**src/rtl/inst_fetch_buf_pkg.sv**
```systemverilog
// Shared types and constants for the instruction fetch buffer.
// Fill FSM encoding, miss-counter width and its saturating increment.
package inst_fetch_buf_pkg;

    typedef enum logic [0:0] {
        IfbIdle = 1'b0,
        IfbWait = 1'b1
    } ifb_state_e;

    localparam int unsigned MissCntW = 16;
    localparam logic [MissCntW-1:0] MissCntMax = '1;

    function automatic logic [MissCntW-1:0] sat_inc(input logic [MissCntW-1:0] val);
        return (val == MissCntMax) ? val : val + 1'b1;
    endfunction

endpackage

```
**src/rtl/inst_buf_array.sv**
```systemverilog
// Valid/tag/data storage for the direct-mapped fetch buffer.
// Combinational read port, one synchronous write port, synchronous clear-all.
module inst_buf_array #(
    parameter int unsigned IDX_W  = 2,
    parameter int unsigned TAG_W  = 28,
    parameter int unsigned DATA_W = 32
) (
    input  logic              clk,
    input  logic              rst,
    input  logic              clear_i,
    input  logic              we_i,
    input  logic [IDX_W-1:0]  waddr_i,
    input  logic [TAG_W-1:0]  wtag_i,
    input  logic [DATA_W-1:0] wdata_i,
    input  logic [IDX_W-1:0]  raddr_i,
    output logic              rd_valid_o,
    output logic [TAG_W-1:0]  rd_tag_o,
    output logic [DATA_W-1:0] rd_data_o
);

    localparam int unsigned Entries = 1 << IDX_W;

    logic [Entries-1:0] valid_q;
    logic [TAG_W-1:0]   tag_q  [Entries];
    logic [DATA_W-1:0]  data_q [Entries];

    // Clear takes priority so a flush on the fill edge leaves the entry invalid.
    always_ff @(posedge clk or negedge rst) begin
        if (!rst) begin
            valid_q <= '0;
        end else if (clear_i) begin
            valid_q <= '0;
        end else if (we_i) begin
            valid_q[waddr_i] <= 1'b1;
        end
    end

    always_ff @(posedge clk) begin
        if (we_i) begin
            tag_q[waddr_i]  <= wtag_i;
            data_q[waddr_i] <= wdata_i;
        end
    end

    assign rd_valid_o = valid_q[raddr_i];
    assign rd_tag_o   = tag_q[raddr_i];
    assign rd_data_o  = data_q[raddr_i];

endmodule

```
**src/rtl/inst_fetch_buf.sv**
```systemverilog
// Instruction fetch buffer: same-cycle hits, one req/ack memory fill per miss.
// Holds the fill FSM, drop flag, request registers and miss counter.
module inst_fetch_buf
    import inst_fetch_buf_pkg::*;
#(
    parameter int unsigned IDX_W  = 2,
    parameter int unsigned ADDR_W = 32,
    parameter int unsigned DATA_W = 32
) (
    input  logic                clk,
    input  logic                rst,
    input  logic                rom_ce_i,
    input  logic [ADDR_W-1:0]   rom_addr_i,
    output logic [DATA_W-1:0]   rom_data_o,
    output logic                stallreq_o,
    input  logic                flush_i,
    output logic                mem_req_o,
    output logic [ADDR_W-1:0]   mem_addr_o,
    input  logic                mem_ack_i,
    input  logic [DATA_W-1:0]   mem_rdata_i,
    output logic [MissCntW-1:0] miss_cnt_o
);

    localparam int unsigned TagW = ADDR_W - IDX_W - 2;

    ifb_state_e          state_q;
    logic [ADDR_W-1:0]   req_addr_q;
    logic                mem_req_q;
    logic                drop_q;
    logic [MissCntW-1:0] miss_cnt_q;

    logic [IDX_W-1:0]  lk_idx;
    logic [TagW-1:0]   lk_tag;
    logic              rd_valid;
    logic [TagW-1:0]   rd_tag;
    logic [DATA_W-1:0] rd_data;
    logic              hit;
    logic              miss;
    logic              fill_we;
    logic              unused_addr_lsb;

    assign lk_idx = rom_addr_i[IDX_W+1:2];
    assign lk_tag = rom_addr_i[ADDR_W-1:IDX_W+2];
    // Byte offset within the word plays no part in the lookup.
    assign unused_addr_lsb = ^rom_addr_i[1:0];

    assign hit  = rom_ce_i & rd_valid & (rd_tag == lk_tag);
    assign miss = rom_ce_i & ~hit;

    assign rom_data_o = hit ? rd_data : '0;
    assign stallreq_o = miss;

    // A flush in flight or on the ack edge discards the returning word.
    assign fill_we = (state_q == IfbWait) & mem_ack_i & ~drop_q & ~flush_i;

    inst_buf_array #(
        .IDX_W  (IDX_W),
        .TAG_W  (TagW),
        .DATA_W (DATA_W)
    ) u_array (
        .clk        (clk),
        .rst        (rst),
        .clear_i    (flush_i),
        .we_i       (fill_we),
        .waddr_i    (req_addr_q[IDX_W+1:2]),
        .wtag_i     (req_addr_q[ADDR_W-1:IDX_W+2]),
        .wdata_i    (mem_rdata_i),
        .raddr_i    (lk_idx),
        .rd_valid_o (rd_valid),
        .rd_tag_o   (rd_tag),
        .rd_data_o  (rd_data)
    );

    always_ff @(posedge clk or negedge rst) begin
        if (!rst) begin
            state_q    <= IfbIdle;
            req_addr_q <= '0;
            mem_req_q  <= 1'b0;
            drop_q     <= 1'b0;
            miss_cnt_q <= '0;
        end else begin
            case (state_q)
                IfbIdle: begin
                    if (miss) begin
                        state_q    <= IfbWait;
                        req_addr_q <= {rom_addr_i[ADDR_W-1:2], 2'b00};
                        mem_req_q  <= 1'b1;
                        miss_cnt_q <= sat_inc(miss_cnt_q);
                    end
                end
                IfbWait: begin
                    if (mem_ack_i) begin
                        state_q   <= IfbIdle;
                        mem_req_q <= 1'b0;
                        drop_q    <= 1'b0;
                    end else if (flush_i) begin
                        drop_q <= 1'b1;
                    end
                end
                default: state_q <= IfbIdle;
            endcase
        end
    end

    assign mem_req_o  = mem_req_q;
    assign mem_addr_o = req_addr_q;
    assign miss_cnt_o = miss_cnt_q;

endmodule
```
**config.mk**
```make
export PLATFORM = sky130hd
export DESIGN_NAME = inst_fetch_buf
export DESIGN_NICKNAME = d
export VERILOG_FILES = /design/src/rtl/inst_fetch_buf_pkg.sv /design/src/rtl/inst_buf_array.sv /design/src/rtl/inst_fetch_buf.sv
export SDC_FILE = /design/constraint.sdc
export NUM_CORES = 1
export LEC_CHECK = 0
export BUFFER_PORTS_ARGS = -buffer_cell sky130_fd_sc_hd__buf_4
export CAP_MARGIN = 20
export CORE_MARGIN = 4
export CORE_UTILIZATION = 49
export DETAILED_ROUTE_END_ITERATION = 7
export PLACE_DENSITY_LB_ADDON = 0.3
export SYNTH_ARGS = -nofsm -noshare
export SYNTH_HDL_FRONTEND = slang
export SYNTH_SLANG_ARGS = --single-unit
export TNS_END_PERCENT = 1
```
**constraint.sdc**
```tcl
create_clock -name clk -period 10.2 [get_ports clk]
set_clock_uncertainty 0.15 [all_clocks]
set_input_delay 1.53 -clock clk [delete_from_list [all_inputs] [get_ports clk]]
set_output_delay 1.53 -clock clk [all_outputs]
set_load 0.02 [all_outputs]
```
==> impl_metrics.py, run 1 <==
metrics = {
    "floorplanning": {
        "start_util": 0.4974,
        "chipHeight_um": 162.4,
        "placeableCoreArea_um2": 23470,
        "core.rowCount": 56,
        "die_area_um2": 26360,
        "die_w_um": 162.4,
        "pin_count": 151,
    },
    "critical_path": {
        "critical_path.reg2reg.endpoint": "miss_cnt_o[12]$_DFFE_PN0P_",
        "rr_worst_depth": 7,
        "required_ps": 8520,
        "critPathKind": "in -> out",
        "critical_path.endpoint_type": "output pin",
        "critical_path.reg2reg.startpoint": "u_array.tag_q[3][3]$_DFFE_PP_",
        "cp_startpoint_kind": "input pin",
        "cp.arrival_ps": 5290,
        "peak_fanout_along_the_critical_path": 68,
        "rrSetupSlack_ps": 6550,
    },
    "clock_network": {
        "ctsLongestPathBuffers": 3,
        "clkSlewWorstSetupHoldPaths_ps": 60,
        "cts-hold-fix-buffers": 0,
        "cts_tree": "yes",
        "clk_latency_ps": 530,
        "clock_buffer_count_from_cts": 29,
        "cts_resized": 0,
        "clock_tree.root_cell": "sky130_fd_sc_hd__clkbuf_16",
        "cts_htree_levels": 1,
        "clock_sinks": 293,
        "post-cts-setup-buffers": 0,
    },
    "global_route": {
        "grt_first_pass_wirelength_um": 37070,
        "globalRouteOverflowTotal": 0,
        "maximum_number_of_pins_on_one_net_before_global_route_repair": 69,
        "grt_antenna_before_repair": 0,
        "grt_util_all_layers": 0.1809,
        "first_global_vias": 6579,
    },
    "sta": {
        "timing.setup.tns_ps": 0,
        "worst_pin_slew_ps": 1080,
        "max_slew_margin": 0.2803,
        "final_setup_viols": 0,
        "final_critical_period_ps": 6971,
        "final_hold_viol_count": 0,
        "setup_repair_after_global_routing_missed_its_margin": "no",
        "finalMaxSlewViolations": 0,
        "layout_setup_ws_ps": 3229,
        "final_cycle_share": 0.6834,
        "max_freq_mhz": 143.5,
    },
    "synth": {
        "mappedNetlistArea_um2": 11680,
        "synth-xor-area-share": 0.03601,
        "synth_area_per_cell_um2": 19.33,
        "synthMuxAreaShare": 0.1486,
        "synth_compound_gate_area_share": 0.01125,
        "synth_top_family_by_area": "multiplexers",
        "synth-simple-area-share": 0.05486,
        "synth-async-reset-ratio": 0.1809,
        "synth-main-ff-cell": "sky130_fd_sc_hd__edfxtp_1",
        "yosysWarnings": 0,
        "ys_types": 51,
        "yosys_register_bits": 293,
        "synth-adder-area-share": 0.001072,
        "synthCells": 604,
        "synth-edff-count": 240,
        "ys_seq_area_frac": 0.7308,
    },
    "detailed_routing": {
        "routedWlPerCell_um": 21.67,
        "post_drt_via_cell_ratio": 5.420,
        "ant_nets": 0,
        "initial_drt_pass_iterations": 4,
        "detailroute.via_count": 5978,
        "dr.first_iter.drc_count": 342,
        "drt_drc": 0,
        "post_route_wl_um": 23900,
    },
    "run": {
        "drv.max_cap_violation_count": 0,
    },
    "placed_design": {
        "place.port_buffers": 146,
        "place_worst_setup_slack_ps": 3148,
        "globalplace.congestion": 0.8196,
        "post-dp-hpwl_um": 14690,
        "post-place-cells": 1050,
        "placed_cell_area_um2": 13070,
    },
    "worst_hold_path": {
        "worst_hold_path_cells": 1,
        "hold_start": "u_array.valid_q[2]$_DFFE_PN0P_",
        "hold-path-endpoint": "u_array.valid_q[2]$_DFFE_PN0P_",
        "hold_path_class": "reg -> reg",
    },
    "final_layout": {
        "syn2layout_area_growth_pct": 21.28,
        "layout.cells.non_filler": 1103,
        "final_antenna_diode_count": 0,
        "post_route_cells_drive_above_1_share": 0.3457,
        "design_area_um2": 14160,
        "nets": 832,
    },
    "power_and_ir_drop": {
        "vdd_drop_max_mv": 0.1401,
        "overall_power_w": 0.002940,
        "pwr_density_cell_nw_per_um2": 207.6,
        "leakagePower_nw": 5.058,
    },
    "status": {
        "run_status": "complete, no violations",
    },
}
-- where the power goes --
group          switching [W]  internal [W]  total, W
Clock               0.000429      0.000756   0.00118
Combinational       0.000164      0.000137  0.000301
Sequential         0.0000685       0.00139   0.00145
Total               0.000661       0.00228   0.00294
-- stage by stage --
stage / hold slack [ps] / utilization
CTS: 334.7 / 0.6033
finish: 330.8 / 0.6033
floorplan: 303.0 / -
global placement: 313.8 / 0.5570
detailed placement: 320.9 / 0.5570
global route: 343.4 / 0.6033
-- metal layers --
metal / track usage / share of wire / vias up
met5: 0 / 0 / -
li1: - / - / 2699
met1: 0.2423 / 0.41 / 3082
met3: 0.03543 / 0.062 / 32
met2: 0.3088 / 0.51 / 165
met4: 0.04537 / 0.018 / 0
-- sequential cells by signal, summed over array words and instances, names as in the netlist --
register	cells
mem_req_o	1
u_array.data_q	128
state_q	1
miss_cnt_o	16
u_array.tag_q	112
u_array.valid_q	4
mem_addr_o	30
drop_q	1
-- cell type report --
type                    count  area [µm²]
flip-flops and latches    293        8533
well taps                 319       399.1
inverters                   5       18.77
multi-input cells         280        2974
repair buffers            153        1149
clock buffers              36       802.0
fillers                  1716        9311
clock inverters            17       285.3
-- worst max path at each step --
| stage | startpoint | to | slack (ps) | cells after the start |
|---|---|---|---|---|
| floorplan | mem_ack_i | u_array.data_q[0][0]$_DFFE_PP_ | 3170 | 3 |
| global placement | rom_addr_i[2] | rom_data_o[14] | 3110 | 9 |
| detailed placement | rom_addr_i[2] | rom_data_o[14] | 3150 | 9 |
| CTS | rom_addr_i[2] | rom_data_o[14] | 3130 | 9 |
| global route | rom_addr_i[2] | rom_data_o[29] | 2870 | 9 |
| finish | rom_addr_i[3] | rom_data_o[29] | 3230 | 8 |
-- worst max-delay path: stages --
cell and delay, ps:
sky130_fd_sc_hd__buf_4 770, sky130_fd_sc_hd__mux4_2 440, sky130_fd_sc_hd__xnor2_1 360, sky130_fd_sc_hd__nand4_1 140, sky130_fd_sc_hd__a2111oi_0 560, sky130_fd_sc_hd__nand3_2 800
sky130_fd_sc_hd__nor2b_1 410, sky130_fd_sc_hd__buf_4 190
-- layout by cell type, fill, tap and decap left out, drive strengths merged, types with 3 or more instances in the layout --
cell / count
nand4: 12
inv: 5
nand2: 17
nor4: 4
xnor2: 37
mux2: 34
dfrtp: 53
nor2: 11
mux4: 55
a21o: 3
clkbuf: 36
edfxtp: 240
o21ai: 3
buf: 153
clkinv: 8
xor2: 11
nand3: 14
mux2i: 11
nor2b: 34
bufinv: 8
-- cells in the mapped netlist (7+ instances only) --
| master | n | share of area |
|---|---|---|
| sky130_fd_sc_hd__nand2_1 | 17 | 0.0055 |
| sky130_fd_sc_hd__nand4_1 | 12 | 0.0064 |
| sky130_fd_sc_hd__clkbuf_1 | 7 | 0.0023 |
| sky130_fd_sc_hd__mux2i_1 | 10 | 0.0086 |
| sky130_fd_sc_hd__nor2_1 | 11 | 0.0035 |
| sky130_fd_sc_hd__xor2_1 | 11 | 0.0083 |
| sky130_fd_sc_hd__mux2_1 | 32 | 0.031 |
| sky130_fd_sc_hd__buf_6 | 8 | 0.0077 |
| sky130_fd_sc_hd__nand3_1 | 14 | 0.0060 |
| sky130_fd_sc_hd__dfrtp_1 | 53 | 0.11 |
| sky130_fd_sc_hd__edfxtp_1 | 240 | 0.62 |
| sky130_fd_sc_hd__xnor2_1 | 37 | 0.028 |
| sky130_fd_sc_hd__nor2b_1 | 34 | 0.018 |
| sky130_fd_sc_hd__mux4_2 | 55 | 0.11 |
-- kinds of logic (layout without fill, tap and decap cells) --
logic type               count (synthesis)  after routing
AO/OA/AOI/OAI                           18             18
XOR/XNOR                                48             48
adder cells (fa/ha/maj)                  1              1
buffers and inverters                   32            211
flip-flops                             293            293
multiplexers                           100            100
other                                    1              2
AND/OR/NAND/NOR                        111            111
Note: power is estimated with default switching activity, not from simulation.
==> run 2, diff against run 1 <==
==> constraint.sdc (replaced) <==
create_clock -name clk -period 5.8 [get_ports clk]
set_clock_uncertainty 0.15 [all_clocks]
set_input_delay 0.87 -clock clk [delete_from_list [all_inputs] [get_ports clk]]
set_output_delay 0.87 -clock clk [all_outputs]
set_load 0.02 [all_outputs]
==> run 2 against run 1 <==
Compared with the run above:
- die area stayed put
- sequential cell count stayed put
- wire length is 1.2% lower
- non-clock buffer count is 5 higher
- setup slack worse by 2500 ps
- sequential share of layout area is 0.18 points higher
- total power is 71% higher
- largest cell class unchanged
- register-to-register slack worse by 4200 ps
- worst hold slack worse by 73 ps
==> impl_metrics.py, run 2 (synthesized netlist as in run 1, its figures left out) <==
metrics = {
    "detailed_routing": {
        "detailroute.via_count": 5997,
        "dr.first_iter.drc_count": 376,
        "route.layer.met1.wl_um": 9955,
        "ant_nets": 0,
        "met3RoutedLength_um": 1455,
        "post_drt_via_cell_ratio": 5.412,
        "post_route_wl_um": 23620,
        "initial_drt_pass_iterations": 5,
        "drt_drc": 0,
        "routedWlPerCell_um": 21.32,
        "routed-wl-met2_um": 11930,
        "top_signal_layer_used": "met4",
    },
    "clock_network": {
        "clock_sinks": 293,
        "cts_resized": 0,
        "clkSlewWorstSetupHoldPaths_ps": 60,
        "ctsLongestPathBuffers": 3,
        "clock_tree.root_cell": "sky130_fd_sc_hd__clkbuf_16",
        "cts_tree": "yes",
        "clock_buffer_count_from_cts": 29,
        "cts_htree_levels": 1,
        "cts-hold-fix-buffers": 0,
        "post-cts-setup-buffers": 0,
        "clk_latency_ps": 530,
    },
    "critical_path": {
        "critical_path.cell_chain": "buf_4, mux4_2, xnor2_1, nand4_1, a2111oi_0, nand3_2, buf_4, nor2b_1, buf_4",
        "critical_path.endpoint_type": "output pin",
        "critPathKind": "in -> out",
        "peak_fanout_along_the_critical_path": 68,
        "cp_slowest_stage_delay_ps": 750,
        "path_common_cell": "sky130_fd_sc_hd__buf_4",
        "cp_startpoint_kind": "input pin",
        "cp.arrival_ps": 4030,
        "critical_path.top_delay_family": "buffers and inverters",
        "critical-path-slowest-cell": "sky130_fd_sc_hd__buf_4",
        "required_ps": 4780,
        "worstPathBufferInverterCount": 3,
    },
    "sta": {
        "final_hold_viol_count": 0,
        "final_setup_viols": 0,
        "timing.setup.tns_ps": 0,
        "max_freq_mhz": 198.0,
        "worst_pin_slew_ps": 1084,
        "final_critical_period_ps": 5050,
        "setup_repair_after_global_routing_missed_its_margin": "no",
        "layout_setup_ws_ps": 750.0,
        "final_cycle_share": 0.8707,
        "finalMaxSlewViolations": 0,
        "max_slew_margin": 0.2775,
    },
    "floorplanning": {
        "placeableCoreArea_um2": 23470,
        "die_area_um2": 26360,
        "start_util": 0.4974,
        "chipHeight_um": 162.4,
        "core.rowCount": 56,
        "die_w_um": 162.4,
        "pin_count": 151,
    },
    "final_layout": {
        "layout_common_cells": "sky130_fd_sc_hd__edfxtp_1 (240), sky130_fd_sc_hd__buf_4 (158), sky130_fd_sc_hd__mux4_2 (55)",
        "final-seq-area_um2": 8533,
        "multi_input_comb_area_um2": 2980,
        "flip_flop_count_of_the_largest_register_all_copies_and_words_added": 128,
        "layout.cells.non_filler": 1108,
        "final_antenna_diode_count": 0,
        "nets": 837,
        "syn2layout_area_growth_pct": 20.93,
        "most_flop_heavy_register": "u_array.data_q",
        "leading_cell_type_in_the_layout_fill_and_taps_excluded": "sky130_fd_sc_hd__edfxtp_1",
        "n_fill_cell": 1726,
        "design_area_um2": 14120,
        "post_route_cells_drive_above_1_share": 0.3447,
    },
    "power_and_ir_drop": {
        "pwr_density_cell_nw_per_um2": 355.9,
        "overall_power_w": 0.005026,
        "vdd_drop_max_mv": 0.2292,
        "leakagePower_nw": 5.047,
    },
    "placed_design": {
        "place_worst_setup_slack_ps": 766.4,
        "post-place-cells": 1055,
        "placed_cell_area_um2": 13120,
        "place.port_buffers": 146,
        "globalplace.congestion": 0.8312,
        "post-dp-hpwl_um": 14740,
    },
    "status": {
        "run_status": "complete, no violations",
    },
    "global_route": {
        "first_global_vias": 6569,
        "grt_first_pass_wirelength_um": 36950,
        "grt_antenna_before_repair": 0,
        "globalRouteOverflowTotal": 0,
        "grt_util_all_layers": 0.1806,
        "maximum_number_of_pins_on_one_net_before_global_route_repair": 69,
    },
    "worst_hold_path": {
        "hold_path_class": "in -> async",
    },
    "run": {
        "drv.max_cap_violation_count": 0,
    },
}
## run 2: changes by cell type in the layout (fill, tap and decap cells not counted), sizes merged
cell / change
clkbuf: -2
clkinv: +5
buf: +5
clkinvlp: -1
bufinv: -2
## run 2: path summary, 6_finish.rpt
kind	start	end	slack, ps	cells past startpoint
min in group clk	u_array.valid_q[0]$_DFFE_PN0P_	u_array.valid_q[0]$_DFFE_PN0P_	330	1
min reg2reg	u_array.valid_q[0]$_DFFE_PN0P_	u_array.valid_q[0]$_DFFE_PN0P_	330	1
max in group asynchronous	rst	mem_addr_o[16]$_DFFE_PN0P_	4720	1
max reg2reg	u_array.tag_q[3][16]$_DFFE_PP_	mem_addr_o[19]$_DFFE_PN0P_	2390	7
min	rst	mem_addr_o[7]$_DFFE_PN0P_	260	1
max	rom_addr_i[3]	rom_data_o[1]	750	9
## run 2: cell type report
| class | count | share of cell area |
|---|---|---|
| multi-input combinational | 280 | 0.2111 |
| inverter | 5 | 0.001329 |
| tap | 319 | 0.02827 |
| clock buffer | 34 | 0.05343 |
| clock inverter | 19 | 0.01755 |
| timing repair buffer | 158 | 0.08401 |
| sequential | 293 | 0.6043 |
## run 2: report_power, final
group | internal [W] | leakage [nW] | switching (W)
clock network | 0.00119 | 0.496 | 0.000744
registers | 0.00244 | 2.82 | 0.000119
logic | 0.000242 | 1.73 | 0.000288
## run 2: layer usage
| metal | up-vias | GRT usage |
|---|---|---|
| li1 | 2698 | - |
| met1 | 3096 | 0.2456 |
| met2 | 181 | 0.3069 |
| met3 | 22 | 0.03518 |
| met4 | 0 | 0.04075 |
| met5 | - | 0 |
## run 2: per-stage QoR
stage	hold slack [ps]	util
finish	257.4	0.6015
global route	308.7	0.6015
CTS	289.7	0.6015
detailed placement	321.4	0.5588
global placement	312.4	0.5588
floorplan	303.0	-
==> run 3, diff against run 2 <==
--- a/config.mk
+++ b/config.mk
@@ -13,5 +13,6 @@
 export PLACE_DENSITY_LB_ADDON = 0.3
 export SYNTH_ARGS = -nofsm -noshare
 export SYNTH_HDL_FRONTEND = slang
+export SYNTH_HIERARCHICAL = 1
 export SYNTH_SLANG_ARGS = --single-unit
 export TNS_END_PERCENT = 1
==> run 3 against run 2 <==
Compared with the run above:
- via count decreased by 5.6%
- critical path depth increased by 1
- worst hold slack got worse by 3.5 ps
- largest cell class unchanged
- sequential share of layout area increased by 1.1 points
==> impl_metrics.py, run 3 <==
metrics = {
    "status": {
        "run_status": "complete, no violations",
    },
    "final_layout": {
        "design_area_um2": 13870,
        "layout_common_cells": "sky130_fd_sc_hd__edfxtp_1 (240), sky130_fd_sc_hd__buf_4 (153), sky130_fd_sc_hd__mux4_2 (60)",
        "syn2layout_area_growth_pct": 20.68,
        "flip_flop_count_of_the_largest_register_all_copies_and_words_added": 128,
        "leading_cell_type_in_the_layout_fill_and_taps_excluded": "sky130_fd_sc_hd__edfxtp_1",
        "nets": 789,
        "postLayoutCoreUtil": 0.6071,
        "final_antenna_diode_count": 0,
        "post_route_cells_drive_above_1_share": 0.3674,
        "most_flop_heavy_register": "u_array/data_q",
    },
    "synth": {
        "yosys_register_bits": 293,
        "synth-edff-count": 240,
        "synthCells": 554,
        "synth_area_per_cell_um2": 20.75,
        "synth.most_common_cell": "sky130_fd_sc_hd__edfxtp_1",
        "top_cell_types_by_occurrence_after_synthesis": "sky130_fd_sc_hd__edfxtp_1 (240), sky130_fd_sc_hd__mux4_2 (60), sky130_fd_sc_hd__dfrtp_1 (53)",
        "synth_largest_area_cell": "sky130_fd_sc_hd__edfxtp_1",
        "ys_top_cells_by_area": "sky130_fd_sc_hd__edfxtp_1 (63%), sky130_fd_sc_hd__mux4_2 (12%), sky130_fd_sc_hd__dfrtp_1 (12%), sky130_fd_sc_hd__xor2_1 (3.0%), sky130_fd_sc_hd__mux2_1 (2.7%)",
        "mappedNetlistArea_um2": 11490,
        "ys_seq_area_frac": 0.7424,
        "yosysWarnings": 6,
        "synth-main-ff-cell": "sky130_fd_sc_hd__edfxtp_1",
        "synth-async-reset-ratio": 0.1809,
        "ys_types": 37,
        "synth_top_area_frac": 0.6270,
    },
    "floorplanning": {
        "start_util": 0.5031,
        "placeableCoreArea_um2": 22850,
        "core.rowCount": 55,
        "die_w_um": 161.2,
        "pin_count": 151,
        "die_area_um2": 25970,
        "chipHeight_um": 161.2,
    },
    "clock_network": {
        "clock_sinks": 293,
        "ctsLongestPathBuffers": 3,
        "clk_latency_ps": 540,
        "clkSlewWorstSetupHoldPaths_ps": 60,
        "post-cts-setup-buffers": 0,
        "cts_tree": "yes",
        "cts_resized": 0,
        "cts-hold-fix-buffers": 0,
        "cts_htree_levels": 1,
        "clock_tree.root_cell": "sky130_fd_sc_hd__clkbuf_16",
        "clock_buffer_count_from_cts": 30,
    },
    "sta": {
        "max_freq_mhz": 208.2,
        "final_critical_period_ps": 4804,
        "final_setup_viols": 0,
        "max_slew_margin": 0.3500,
        "final_hold_viol_count": 0,
        "final_cycle_share": 0.8283,
        "worst_pin_slew_ps": 975.1,
        "setup_repair_after_global_routing_missed_its_margin": "no",
        "timing.setup.tns_ps": 0,
        "finalMaxSlewViolations": 0,
    },
    "power_and_ir_drop": {
        "leakagePower_nw": 5.074,
        "vdd_drop_max_mv": 0.3180,
        "p_int_w": 0.003800,
        "combinational_power_share": 0.101,
        "pwr_density_cell_nw_per_um2": 355.0,
        "switching_share": 0.2284,
        "power_switching_w": 0.001125,
        "seqPwrFrac": 0.518,
        "pwr-share-clk": 0.381,
    },
    "detailed_routing": {
        "post_route_wl_um": 22230,
        "initial_drt_pass_iterations": 4,
        "detailroute.via_count": 5664,
        "ant_nets": 0,
        "drt_drc": 0,
        "dr.first_iter.drc_count": 336,
        "post_drt_via_cell_ratio": 5.364,
        "routedWlPerCell_um": 21.05,
    },
    "critical_path": {
        "cp_startpoint_kind": "input pin",
        "critical_path.cell_chain": "buf_4, buf_12, mux4_2, xor2_1, nor4_1, nand4_1, nor2_2, buf_4, and2_1, buf_4",
        "required_ps": 4780,
        "cp.arrival_ps": 3780,
        "critPathKind": "in -> out",
        "cp_slowest_stage_delay_ps": 540,
        "peak_fanout_along_the_critical_path": 32,
        "path_common_cell": "sky130_fd_sc_hd__buf_4",
        "critical-path-slowest-cell": "sky130_fd_sc_hd__mux4_2",
        "critical_path.endpoint_type": "output pin",
    },
    "placed_design": {
        "globalplace.congestion": 0.7285,
        "placed_cell_area_um2": 12880,
        "place.port_buffers": 146,
        "post-dp-hpwl_um": 13600,
    },
    "run": {
        "drv.max_cap_violation_count": 0,
    },
    "global_route": {
        "maximum_number_of_pins_on_one_net_before_global_route_repair": 61,
        "grt_antenna_before_repair": 0,
        "first_global_vias": 5966,
        "grt_util_all_layers": 0.1701,
        "grt_first_pass_wirelength_um": 34270,
        "globalRouteOverflowTotal": 0,
    },
    "worst_hold_path": {
        "hold_path_class": "in -> async",
    },
}
[run 3: through the flow]
| stage | cells | setup slack (ps) | hold WS [ps] | power (W) |
|---|---|---|---|---|
| 2_1_floorplan | 555 | 1547 | 307.5 | 0.002849 |
| 3_3_place_gp | 998 | 832.0 | 325.7 | 0.003071 |
| 3_5_place_dp | 999 | 830.3 | 336.0 | 0.003099 |
| 4_1_cts | 1055 | 809.0 | 260.3 | 0.004987 |
| 5_1_grt | 1056 | 652.9 | 296.2 | 0.005128 |
| 6_report | 1056 | 995.8 | 253.9 | 0.004924 |
[run 3: cell families after synthesis]
family | Yosys count | share of synthesized area
AOI/OAI and AO/OA | 9 | 0.005769
xor gates and xnor gates | 43 | 0.03277
adders and majority gates | 1 | 0.001088
muxes | 92 | 0.1506
buffers and inverters | 31 | 0.02319
and+or+nand+nor | 84 | 0.04387
DFF | 293 | 0.7424
other | 1 | 0.0003263
[run 3: worst paths after layout]
check | slack (ps) | endpoint | cells after the start | from
worst max-delay path | 1000 | rom_data_o[28] | 10 | rom_addr_i[2]
worst min-delay path | 250 | miss_cnt_o[2]$_DFFE_PN0P_ | 1 | rst
worst max register to register | 2460 | mem_addr_o[23]$_DFFE_PN0P_ | 7 | u_array/tag_q[3][27]$_DFFE_PP_
worst min register to register | 350 | drop_q$_DFFE_PN0P_ | 1 | state_q$_DFF_PN0_
max in group asynchronous | 4750 | mem_addr_o[7]$_DFFE_PN0P_ | 1 | rst
min in group clk | 350 | drop_q$_DFFE_PN0P_ | 1 | state_q$_DFF_PN0_
[run 3: area by class of cell]
class / count / area [µm²]
flip-flops and latches: 293 / 8533
fillers: 1671 / 8976
clock inverters: 16 / 151.4
well taps: 313 / 391.6
clock buffers: 40 / 829.5
multi-input cells: 231 / 2729
inverters: 6 / 22.52
repair buffers: 157 / 1214
[run 3: worst max-delay path: cells and delay by family]
kind	cells	cell delay, ps
AND/OR/NAND/NOR	4	1120
multiplexers	1	540
XOR/XNOR	1	180
buffers and inverters	4	1050
[run 3: layer usage]
layer	track usage	vias to the layer above	wire [µm]	share of wire
met3	0.03751	37	1583	0.071
met1	0.2351	2902	9352	0.42
met5	0	-	0	0
li1	-	2538	-	-
met4	0.03684	0	419	0.019
met2	0.2828	187	10880	0.49
[run 3: power groups by stage]
| stage | clock network, W | registers (W) | logic (W) |
|---|---|---|---|
| floorplan | 0 | 0.00265 | 0.000201 |
| global placement | 0 | 0.00257 | 0.000496 |
| detailed placement | 0 | 0.00259 | 0.000506 |
| CTS | 0.00193 | 0.00255 | 0.000508 |
| global route | 0.00202 | 0.00257 | 0.000536 |
| finish | 0.00188 | 0.00255 | 0.000497 |
